<file path="src/rtl/pipeline_pkg.sv">
// Shared fetch-stage definitions: data width, reset/bubble constants and the
// IF/ID pipeline payload.
package pipeline_pkg;

  localparam int unsigned XLEN = 32;

  localparam logic [XLEN-1:0] RESET_PC_DEFAULT  = 32'h0000_0000;
  localparam logic [XLEN-1:0] NOP_INSTR_DEFAULT = 32'h0000_0013; // addi x0,x0,0

  // Contents of the IF/ID pipeline register.
  typedef struct packed {
    logic [XLEN-1:0] instr;
    logic [XLEN-1:0] pc;
    logic [XLEN-1:0] pc_plus4;
    logic            valid;
  } if_id_t;

  // Payload used whenever Decode must see a bubble instead of a real fetch.
  function automatic if_id_t make_bubble(input logic [XLEN-1:0] nop);
    if_id_t b;
    b.instr    = nop;
    b.pc       = '0;
    b.pc_plus4 = '0;
    b.valid    = 1'b0;
    return b;
  endfunction

  // Word-align a redirect target by clearing the two low bits.
  function automatic logic [XLEN-1:0] align_word(input logic [XLEN-1:0] addr);
    return {addr[XLEN-1:2], 2'b00};
  endfunction

endpackage

</file>
<file path="src/rtl/if_id_reg.sv">
// IF/ID pipeline register. Per edge: reset > flush > stall > load.
// Reset and flush both load the bubble payload.
module if_id_reg
  import pipeline_pkg::*;
#(
  parameter logic [XLEN-1:0] NOP_INSTR = NOP_INSTR_DEFAULT
) (
  input  logic   clk,
  input  logic   reset,
  input  logic   stall,
  input  logic   flush,
  input  if_id_t d,
  output if_id_t q
);

  if_id_t r_q;

  // IF/ID register: bubble on reset or flush, hold on stall, otherwise capture.
  always_ff @(posedge clk) begin
    if (reset) begin
      r_q <= make_bubble(NOP_INSTR);
    end else if (flush) begin
      r_q <= make_bubble(NOP_INSTR);
    end else if (!stall) begin
      r_q <= d;
    end
  end

  assign q = r_q;

endmodule

</file>
<file path="src/rtl/fetch_unit.sv">
// Instruction fetch stage: PC register, next-PC selection, IF/ID register,
// sticky misaligned-redirect flag and count of instructions delivered to Decode.
module fetch_unit
  import pipeline_pkg::*;
#(
  parameter logic [31:0] RESET_PC  = RESET_PC_DEFAULT,
  parameter logic [31:0] NOP_INSTR = NOP_INSTR_DEFAULT
) (
  input  logic        clk,
  input  logic        reset,
  input  logic        stall_f,
  input  logic        stall_d,
  input  logic        flush_d,
  input  logic        pc_src_e,
  input  logic [31:0] pc_target_e,
  input  logic [31:0] imem_rd,
  output logic [31:0] pc_f,
  output logic [31:0] instr_d,
  output logic [31:0] pc_d,
  output logic [31:0] pc_plus4_d,
  output logic        valid_d,
  output logic        misalign_err,
  output logic [31:0] fetch_count
);

  logic [31:0] r_pc;
  logic        r_misalign_err;
  logic [31:0] r_fetch_count;

  logic [31:0] w_pc_plus4;
  logic [31:0] w_pc_next;
  logic        w_pc_en;
  logic        w_flush;
  logic        w_load;
  if_id_t      w_if_d;
  if_id_t      w_if_q;

  // Sequential fetch wraps naturally through 32-bit modulo addition.
  assign w_pc_plus4 = r_pc + 32'd4;
  assign w_pc_next  = pc_src_e ? align_word(pc_target_e) : w_pc_plus4;

  // A redirect must never be lost, so it overrides a fetch stall.
  assign w_pc_en = !stall_f || pc_src_e;

  // A taken branch squashes the wrong-path instruction currently in fetch.
  assign w_flush = flush_d || pc_src_e;

  // A real instruction enters Decode only when neither squashed nor stalled.
  assign w_load = !w_flush && !stall_d;

  assign w_if_d.instr    = imem_rd;
  assign w_if_d.pc       = r_pc;
  assign w_if_d.pc_plus4 = w_pc_plus4;
  assign w_if_d.valid    = 1'b1;

  // PC register: reset vector, else advance or redirect unless stalled.
  always_ff @(posedge clk) begin
    if (reset) begin
      r_pc <= RESET_PC;
    end else if (w_pc_en) begin
      r_pc <= w_pc_next;
    end
  end

  // Sticky flag for any redirect whose target is not word aligned.
  always_ff @(posedge clk) begin
    if (reset) begin
      r_misalign_err <= 1'b0;
    end else if (pc_src_e && (pc_target_e[1:0] != 2'b00)) begin
      r_misalign_err <= 1'b1;
    end
  end

  // Count instructions actually accepted into Decode; bubbles and holds excluded.
  always_ff @(posedge clk) begin
    if (reset) begin
      r_fetch_count <= '0;
    end else if (w_load) begin
      r_fetch_count <= r_fetch_count + 32'd1;
    end
  end

  if_id_reg #(
    .NOP_INSTR (NOP_INSTR)
  ) u_if_id (
    .clk   (clk),
    .reset (reset),
    .stall (stall_d),
    .flush (w_flush),
    .d     (w_if_d),
    .q     (w_if_q)
  );

  assign pc_f         = r_pc;
  assign instr_d      = w_if_q.instr;
  assign pc_d         = w_if_q.pc;
  assign pc_plus4_d   = w_if_q.pc_plus4;
  assign valid_d      = w_if_q.valid;
  assign misalign_err = r_misalign_err;
  assign fetch_count  = r_fetch_count;

endmodule

</file>
<file path="config.mk">
export PLATFORM = sky130hd
export DESIGN_NAME = fetch_unit
export DESIGN_NICKNAME = d
export VERILOG_FILES = /design/src/rtl/pipeline_pkg.sv /design/src/rtl/if_id_reg.sv /design/src/rtl/fetch_unit.sv
export SDC_FILE = /design/constraint.sdc
export NUM_CORES = 1
export LEC_CHECK = 0
export BUFFER_PORTS_ARGS = -buffer_cell sky130_fd_sc_hd__buf_2
export CORE_UTILIZATION = 55
export DETAILED_ROUTE_END_ITERATION = 10
export PLACE_DENSITY = 0.89
export SYNTH_ARGS = -nofsm -noshare
export SYNTH_HDL_FRONTEND = slang
export SYNTH_SLANG_ARGS = --single-unit
</file>
<file path="constraint.sdc">
create_clock -name clk -period 4.6 [get_ports clk]
set_input_delay 0.23 -clock clk [delete_from_list [all_inputs] [get_ports clk]]
set_output_delay 0.23 -clock clk [all_outputs]
set_load 0.01 [all_outputs]
</file>
# == After elaboration in Yosys (flattened, before gate mapping) ==
# Cells that the tools add are included.
# totals
reg_bits,162
inputBits,70
output_inout_bits,162
word_cells,19
# classes
add_sub_neg,2
n_mux,1
n_reduce_logical,9
# op_table
operator,count
"32-bit by 1-bit adder with 32-bit output, second input constant",1
"32-bit by 3-bit adder with 32-bit output, second input constant",1
32-bit 2-to-1 mux,1
1-bit logical NOT,3
1-bit logical AND,2
1-bit logical OR,2
2-bit nonzero test,1
2-bit OR reduction,1

# == Logic depth before layout (Yosys ltp) ==
# Gate-level depths: netlist of the first run.
# logic_depth
word_depth,3
ltp_mapped,8
depth_no_buf,6

# == By module ==
# Synthesis of the first run repeated with hierarchy kept, for this count alone.
# unflattened
cells_unflattened,808
area_unflattened_um2,7352.1
# by_module_without_submodules
mod,n_inst,cells_per_inst,area_each_um2,seq_area_each_um2
fetch_unit,1,493,3865.0,1261.2
if_id_reg,1,315,3487.1,1941.9

# == Worst setup path after synthesis of the first run ==
# Ideal clock, no wire load.
# synth_timing
path_type,flip-flop to flip-flop
from,register r_pc[2] (netlist: pc_f[2])
to,register r_pc[26] (netlist: pc_f[26])
setup_ns,0.078
t_arrival_ns,2.009
required_time_ns,4.522
setup_slack_ns,2.513
stages_incl_launch_ff,8
n_path_buf,1
period_less_slack_ns,2.087
path_cell_list,dfxtp_1 -> ha_1 -> nand3_1 -> or4_1 -> buf_4 -> nor3_1 -> mux2_2 -> nor3_1
# synth_via
elab_chain_cells,2
# synth_rtl
item,line,rtl
"start, declared",fetch_unit.sv:26,logic [31:0] r_pc;
"start signal, assigned",fetch_unit.sv:61,r_pc <= w_pc_next;
32-bit by 3-bit adder with 32-bit output,fetch_unit.sv:39,assign w_pc_plus4 = r_pc + 32'd4;
32-bit 2-to-1 mux,fetch_unit.sv:40,assign w_pc_next = pc_src_e ? align_word(pc_target_e) : w_pc_plus4;
# No other way between the ends.
# A chain may end at the register's enable or synchronous reset.

# == Final worst setup path of the first run ==
# Same ends and word-level chain as after synthesis.

==> impl_metrics.tcl, run 1 <==
set metrics [dict create \
    drtPass1Iterations 5 \
    p_per_area_mw_per_mm2 370 \
    yosys_warnings 0 \
    area_growth_syn_to_layout_pct 21.9 \
    detail_route.wirelength_mm 18.4 \
    skew_ns 0.00726 \
    seqCellArea_mm2 0.00312 \
    crit_start "pc_f[2]$_SDFFE_PP0N_" \
    hold_path_startpoint "imem_rd[4]" \
    ys_ff_latch 156 \
    netlist_area_mm2 0.00711 \
    htree_levels 4 \
    synth_edf_count 0 \
    grtUsageMet1_pct 32.1 \
    root_buffer "clkbuf_16" \
    finalSetupViolations 0 \
    synth_cell_types 42 \
    yosysSeqAreaShare_pct 44.0 \
    layout.nets 1051 \
    busiest_layer "met2" \
    drt-initial-drc-count 462 \
    critPathCaptureType "register" \
    path_clk_slew_ns 0.06 \
    fp-row-count 41 \
    drive_gt1_share_pct 27.1 \
    synth_ff_type "dfxtp_1" \
    portBuffers 225 \
    timing.fmax_mhz 354 \
    synth_top_cell_area_share_pct 44.0 \
    yosysMostFrequentCell "dfxtp_1" \
    met3_usage_pct 8.79 \
    cts.sinks 156 \
    grt_setup_unrepaired "false" \
    yosys-top-cells-count "156 x dfxtp_1, 129 x nor2_1, 67 x mux2i_1" \
    hpwl_mm 12.3 \
    reg2reg_slack_ns 1.77 \
    clk_latency_ns 0.43 \
    hold_class "in2reg" \
    pin_count 232 \
    cts_hold_buf 0 \
    crit_fanout 18 \
    start_util_pct 56.3 \
    ir_drop_mv 0.235 \
    slew_viol_final 0 \
    hold_viol 0 \
    ant_nets 0 \
    grt_pass1_vias 5910 \
    clockBufferDepth 2 \
    vias 6342 \
    worstMarginPinSlew_ns 1.15 \
    period_minus_slack_ns 2.83 \
    total_power_uw 3200 \
    worstPathArrival_ns 3.18 \
    grt_pass1_wl_mm 28.6 \
    grt_util_all_layers_pct 27.4 \
    post-cts-setup-buffers 0 \
    critPathKind "reg2reg" \
    met2_usage_pct 46.8 \
    critPathLaunchType "register" \
    ys_top_cells_by_area "dfxtp_1 44%, mux2i_1 9.4%, nor2_1 6.8%, xor2_1 5.2%, buf_4 3.9%" \
    grt_max_degree 68 \
    reg2reg_from "pc_f[2]$_SDFFE_PP0N_" \
    tns_ns 0 \
    synth_area_leader_cell "dfxtp_1" \
    cts_tree "yes" \
    cap_violations 0 \
    p_leak_uw 0.00397 \
    slew_headroom_pct 22.8 \
    die_w_um 116 \
    wl_per_cell_um 15.8 \
    fp.dieH_um 116 \
    critPathRequiredTime_ns 4.95 \
    overflow 0 \
    dieArea_mm2 0.0134 \
    cts_inserted_buffers 17 \
    place_congestion 0.790 \
    coreArea_mm2 0.0126 \
    place_worst_setup_slack_ns 1.80 \
    setup_ws_ns 1.77 \
    multiInputGateArea_mm2 0.00341 \
    post_cts_resized 0 \
    n_fill_cell 1019 \
    period_share_pct 61.4 \
    syn_avg_cell_area_um2 8.71 \
    syn_inst 816 \
    vias_per_cell 5.45 \
    status "completed" \
    synthArstFlopShare_pct 0 \
    route.detailed.drc 0 \
    diodes 0 \
    antenna_found_initial 0 \
]
==> state kept, by name, indices dropped and copies added, names as in the netlist <==
| name | flops |
|---|---|
| pc_f | 30 |
| fetch_count | 32 |
| u_if_id.q | 93 |
| misalign_err | 1 |
==> critical path, stage by stage (launching register included) <==
cell     delay [ns]
dfxtp_1        0.46
ha_1           0.25
nand3_1        0.34
or4_1          0.90
nor3_1         0.29
mux2_2         0.36
nor3_1         0.15
==> worst paths after layout <==
check,end,cells past startpoint
setup / recovery,pc_f[26]$_SDFFE_PP0N_,6
hold / removal,u_if_id.q[69]$_SDFFE_PP1N_,3
setup reg to reg,pc_f[26]$_SDFFE_PP0N_,6
hold reg to reg,misalign_err$_SDFFE_PP0P_,2
==> cell usage in the layout (no fill, tap or decap), types with 7 or more instances in the layout <==
cell and instances:
buf_2 224, dfxtp_1 156, nor2_1 129, mux2i_1 67
a21oi_1 46, xor2_1 42, o21ai_0 34, nand2_1 31
xnor2_1 31, nor3_1 28, nand4_1 28, inv_1 21
nand3_1 19, clkbuf_16 17, o21a_1 14, nor2b_1 12
and3_1 10, buf_4 9, nor4_1 7
==> routing by layer <==
layer  up-vias  routed length, µm
li1       3050                  -
met1      2977               7540
met2       276               8930
met3        39               1570
met4         0                393
met5         -                  0
==> kinds of logic (layout without fill, tap and decap cells) <==
family                   after synthesis  count (layout)  share of synthesized area [%]
AND/OR/NAND/NOR                      297             297                           20.6
flip-flops                           156             156                           44.0
buffers and inverters                116             287                           8.36
AO/OA/AOI/OAI                        103             103                           8.08
XOR/XNOR                              73              73                           9.00
multiplexers                          68              68                           9.60
adder cells (fa/ha/maj)                2               2                          0.352
other                                  1               6                         0.0528
==> through the flow <==
stage,instances,util (%),cell area (µm²),hold WS [ns]
6_report,1164,68.6,8660,0.0156
4_1_cts,1164,68.6,8660,0.0142
2_1_floorplan,821,-,7120,0.355
5_1_grt,1164,68.6,8660,0.0226
3_3_place_gp,1132,63.6,8020,0.430
3_5_place_dp,1132,63.6,8020,0.437
==> area by class of cell <==
| class | instances | share of cell area [%] |
|---|---|---|
| multi-input combinational | 549 | 39.4 |
| sequential | 156 | 36.1 |
| timing repair buffer | 233 | 13.7 |
| clock buffer | 25 | 5.49 |
| tap | 172 | 2.49 |
| clock inverter | 7 | 1.85 |
| inverter | 22 | 0.954 |
==> power breakdown <==
part | leakage (µW) | internal, µW | switching (µW)
Clock | 0.000309 | 991 | 536
Sequential | 0.00127 | 1380 | 47.0
Combinational | 0.00240 | 108 | 139
Total | 0.00397 | 2480 | 721
No activity file was read; power rests on OpenSTA's default activity.
==> inputs of run 2 (changes only) <==
--- a/config.mk
+++ b/config.mk
@@ -6,9 +6,9 @@
 export NUM_CORES = 1
 export LEC_CHECK = 0
 export BUFFER_PORTS_ARGS = -buffer_cell sky130_fd_sc_hd__buf_2
-export CORE_UTILIZATION = 55
+export CORE_UTILIZATION = 51
 export DETAILED_ROUTE_END_ITERATION = 10
-export PLACE_DENSITY = 0.89
+export PLACE_DENSITY = 0.83
 export SYNTH_ARGS = -nofsm -noshare
 export SYNTH_HDL_FRONTEND = slang
 export SYNTH_SLANG_ARGS = --single-unit
==> constraint.sdc (replaced) <==
create_clock -name clk -period 2.7 [get_ports clk]
set_input_delay 0.135 -clock clk [delete_from_list [all_inputs] [get_ports clk]]
set_output_delay 0.135 -clock clk [all_outputs]
set_load 0.01 [all_outputs]
==> run 2 against run 1 <==
Register-to-register slack got worse by 1.4 ns. Fmax increased by 19%. Clock skew increased by 0.0027 ns. Hold slack improved by 0.0075 ns. Die area increased by 7.7%. Non-clock buffer count increased by 53. Via count increased by 4.1%. Power increased by 61%. Sequential power increased by 69%. Flip-flop and latch count unchanged. Utilization decreased by 0.83 points. Routed wire length increased by 7.3%. Largest power group is now sequential cells.
==> impl_metrics.tcl, run 2 (synthesis gave the netlist of run 1 again) <==
set metrics [dict create \
    grt_pass1_wl_mm 31.6 \
    detail_route.wirelength_mm 19.8 \
    status "completed" \
    hold_viol 0 \
    start_util_pct 53.0 \
    r2r_end "pc_f[28]$_SDFFE_PP0N_" \
    grt_pass1_vias 6329 \
    overflow 0 \
    p_leak_uw 0.00416 \
    fin_area_mm2 0.00908 \
    area_growth_syn_to_layout_pct 27.8 \
    post-cts-setup-buffers 0 \
    post_cts_resized 0 \
    reg2reg_from "pc_f[11]$_SDFFE_PP0N_" \
    layout_commonest_cell "buf_2" \
    clk_latency_ns 0.43 \
    n_fill_cell 1041 \
    layout.nets 1104 \
    skew_ns 0.00997 \
    stdcell_count 1221 \
    antenna_found_initial 0 \
    hold_class "in2reg" \
    crit_start "pc_f[11]$_SDFFE_PP0N_" \
    cp-endpoint "pc_f[28]$_SDFFE_PP0N_" \
    cts_tree "yes" \
    dieArea_mm2 0.0144 \
    pin_count 232 \
    p_per_area_mw_per_mm2 569 \
    place_area_mm2 0.00812 \
    finalSetupViolations 0 \
    crit_fanout 11 \
    critPathCaptureType "register" \
    worstPathArrival_ns 2.69 \
    largest_reg_flops 93 \
    root_buffer "clkbuf_16" \
    multiInputGateArea_mm2 0.00341 \
    period_minus_slack_ns 2.37 \
    tns_ns 0 \
    grt_util_all_layers_pct 27.9 \
    drive_gt1_share_pct 27.4 \
    vias 6600 \
    portBuffers 225 \
    cts_inserted_buffers 17 \
    period_share_pct 87.8 \
    layout_common_cells "224 x buf_2, 156 x dfxtp_1, 129 x nor2_1" \
    fp-row-count 42 \
    reg2reg_slack_ns 0.33 \
    route.detailed.drc 0 \
    grt_max_degree 52 \
    drtPass1Iterations 5 \
    critPathRequiredTime_ns 3.02 \
    slew_viol_final 0 \
    coreArea_mm2 0.0134 \
    placedCellCount 1148 \
    grt_setup_unrepaired "false" \
    fp.dieH_um 120 \
    drt-initial-drc-count 394 \
    die_w_um 120 \
    ir_drop_mv 0.450 \
    slew_headroom_pct 47.7 \
    critPathLaunchType "register" \
    diodes 0 \
    htree_levels 4 \
    critPathKind "reg2reg" \
    path_clk_slew_ns 0.06 \
    clockBufferDepth 2 \
    r2r_cells 6 \
    timing.fmax_mhz 422 \
    cts.sinks 156 \
    place_congestion 0.856 \
    wl_per_cell_um 16.2 \
    vias_per_cell 5.41 \
    cap_violations 0 \
    worstMarginPinSlew_ns 0.784 \
    seqCellArea_mm2 0.00312 \
    hpwl_mm 13.0 \
    ant_nets 0 \
]
## run 2: cell count changes in the layout (fill, tap and decap cells not counted), sizes merged
cell	change
clkinvlp	+5
buf	+12
bufinv	-4
dlygate4sd3	+41
clkbuf	-5
clkinv	+4
## run 2: cell type report
class / count / share of cell area [%]
multi-input cells: 549 / 37.6
clock buffers: 20 / 5.03
clock inverters: 12 / 1.07
repair buffers: 286 / 18.6
inverters: 22 / 0.909
flip-flops and latches: 156 / 34.4
well taps: 176 / 2.42
## run 2: how the worst min path moves through the flow
stage	depth (start not counted)	from	endpoint	slack, ns
6_report	3	pc_target_e[0]	misalign_err$_SDFFE_PP0P_	0.02
5_1_grt	3	pc_target_e[12]	pc_f[12]$_SDFFE_PP0N_	0.02
4_1_cts	3	pc_target_e[19]	pc_f[19]$_SDFFE_PP0N_	0.003
3_5_place_dp	3	imem_rd[4]	u_if_id.q[69]$_SDFFE_PP1N_	0.36
3_3_place_gp	3	imem_rd[1]	u_if_id.q[66]$_SDFFE_PP1N_	0.35
2_1_floorplan	2	imem_rd[0]	u_if_id.q[65]$_SDFFE_PP1N_	0.26
## run 2: report_power, final
part           switching (µW)  internal (µW)
logic                     266            233
registers                66.3           2360
clock network             942           1300
total                    1270           3890
## run 2: critical path, cell delays in order, from the launching register on
cell and delay, ns:
dfxtp_1 0.46, nand4_2 0.23, or4_1 0.77, buf_4 0.26
nor4_2 0.25, xor2_1 0.10, o21a_1 0.18
## run 2: metal layers
metal  track usage, %  vias up  wire length, µm  part of all wire [%]
li1                 -     3160                -                     -
met1             32.7     3080             7890                    40
met2             47.1      310             9620                    49
met3             7.27       50             1610                   8.2
met4             13.8        0              661                   3.3
met5                0        -                0                     0
## run 2: per-stage QoR
stage / worst slack (ns) / power [µW] / hold slack [ns] / util (%)
2_1_floorplan: 0.613 / 2780 / 0.260 / -
3_3_place_gp: 0.450 / 2900 / 0.353 / 60.6
3_5_place_dp: 0.379 / 2910 / 0.356 / 60.6
4_1_cts: 0.355 / 5180 / 0.00317 / 67.8
5_1_grt: 0.142 / 5340 / 0.0151 / 67.8
6_report: 0.330 / 5170 / 0.0230 / 67.8
## run 2: what timing repair did
item | in CTS | in global routing
hold buffers | 41 | 0
hold endpoints to repair | 41 | 0
setup endpoints to repair | 0 | 0
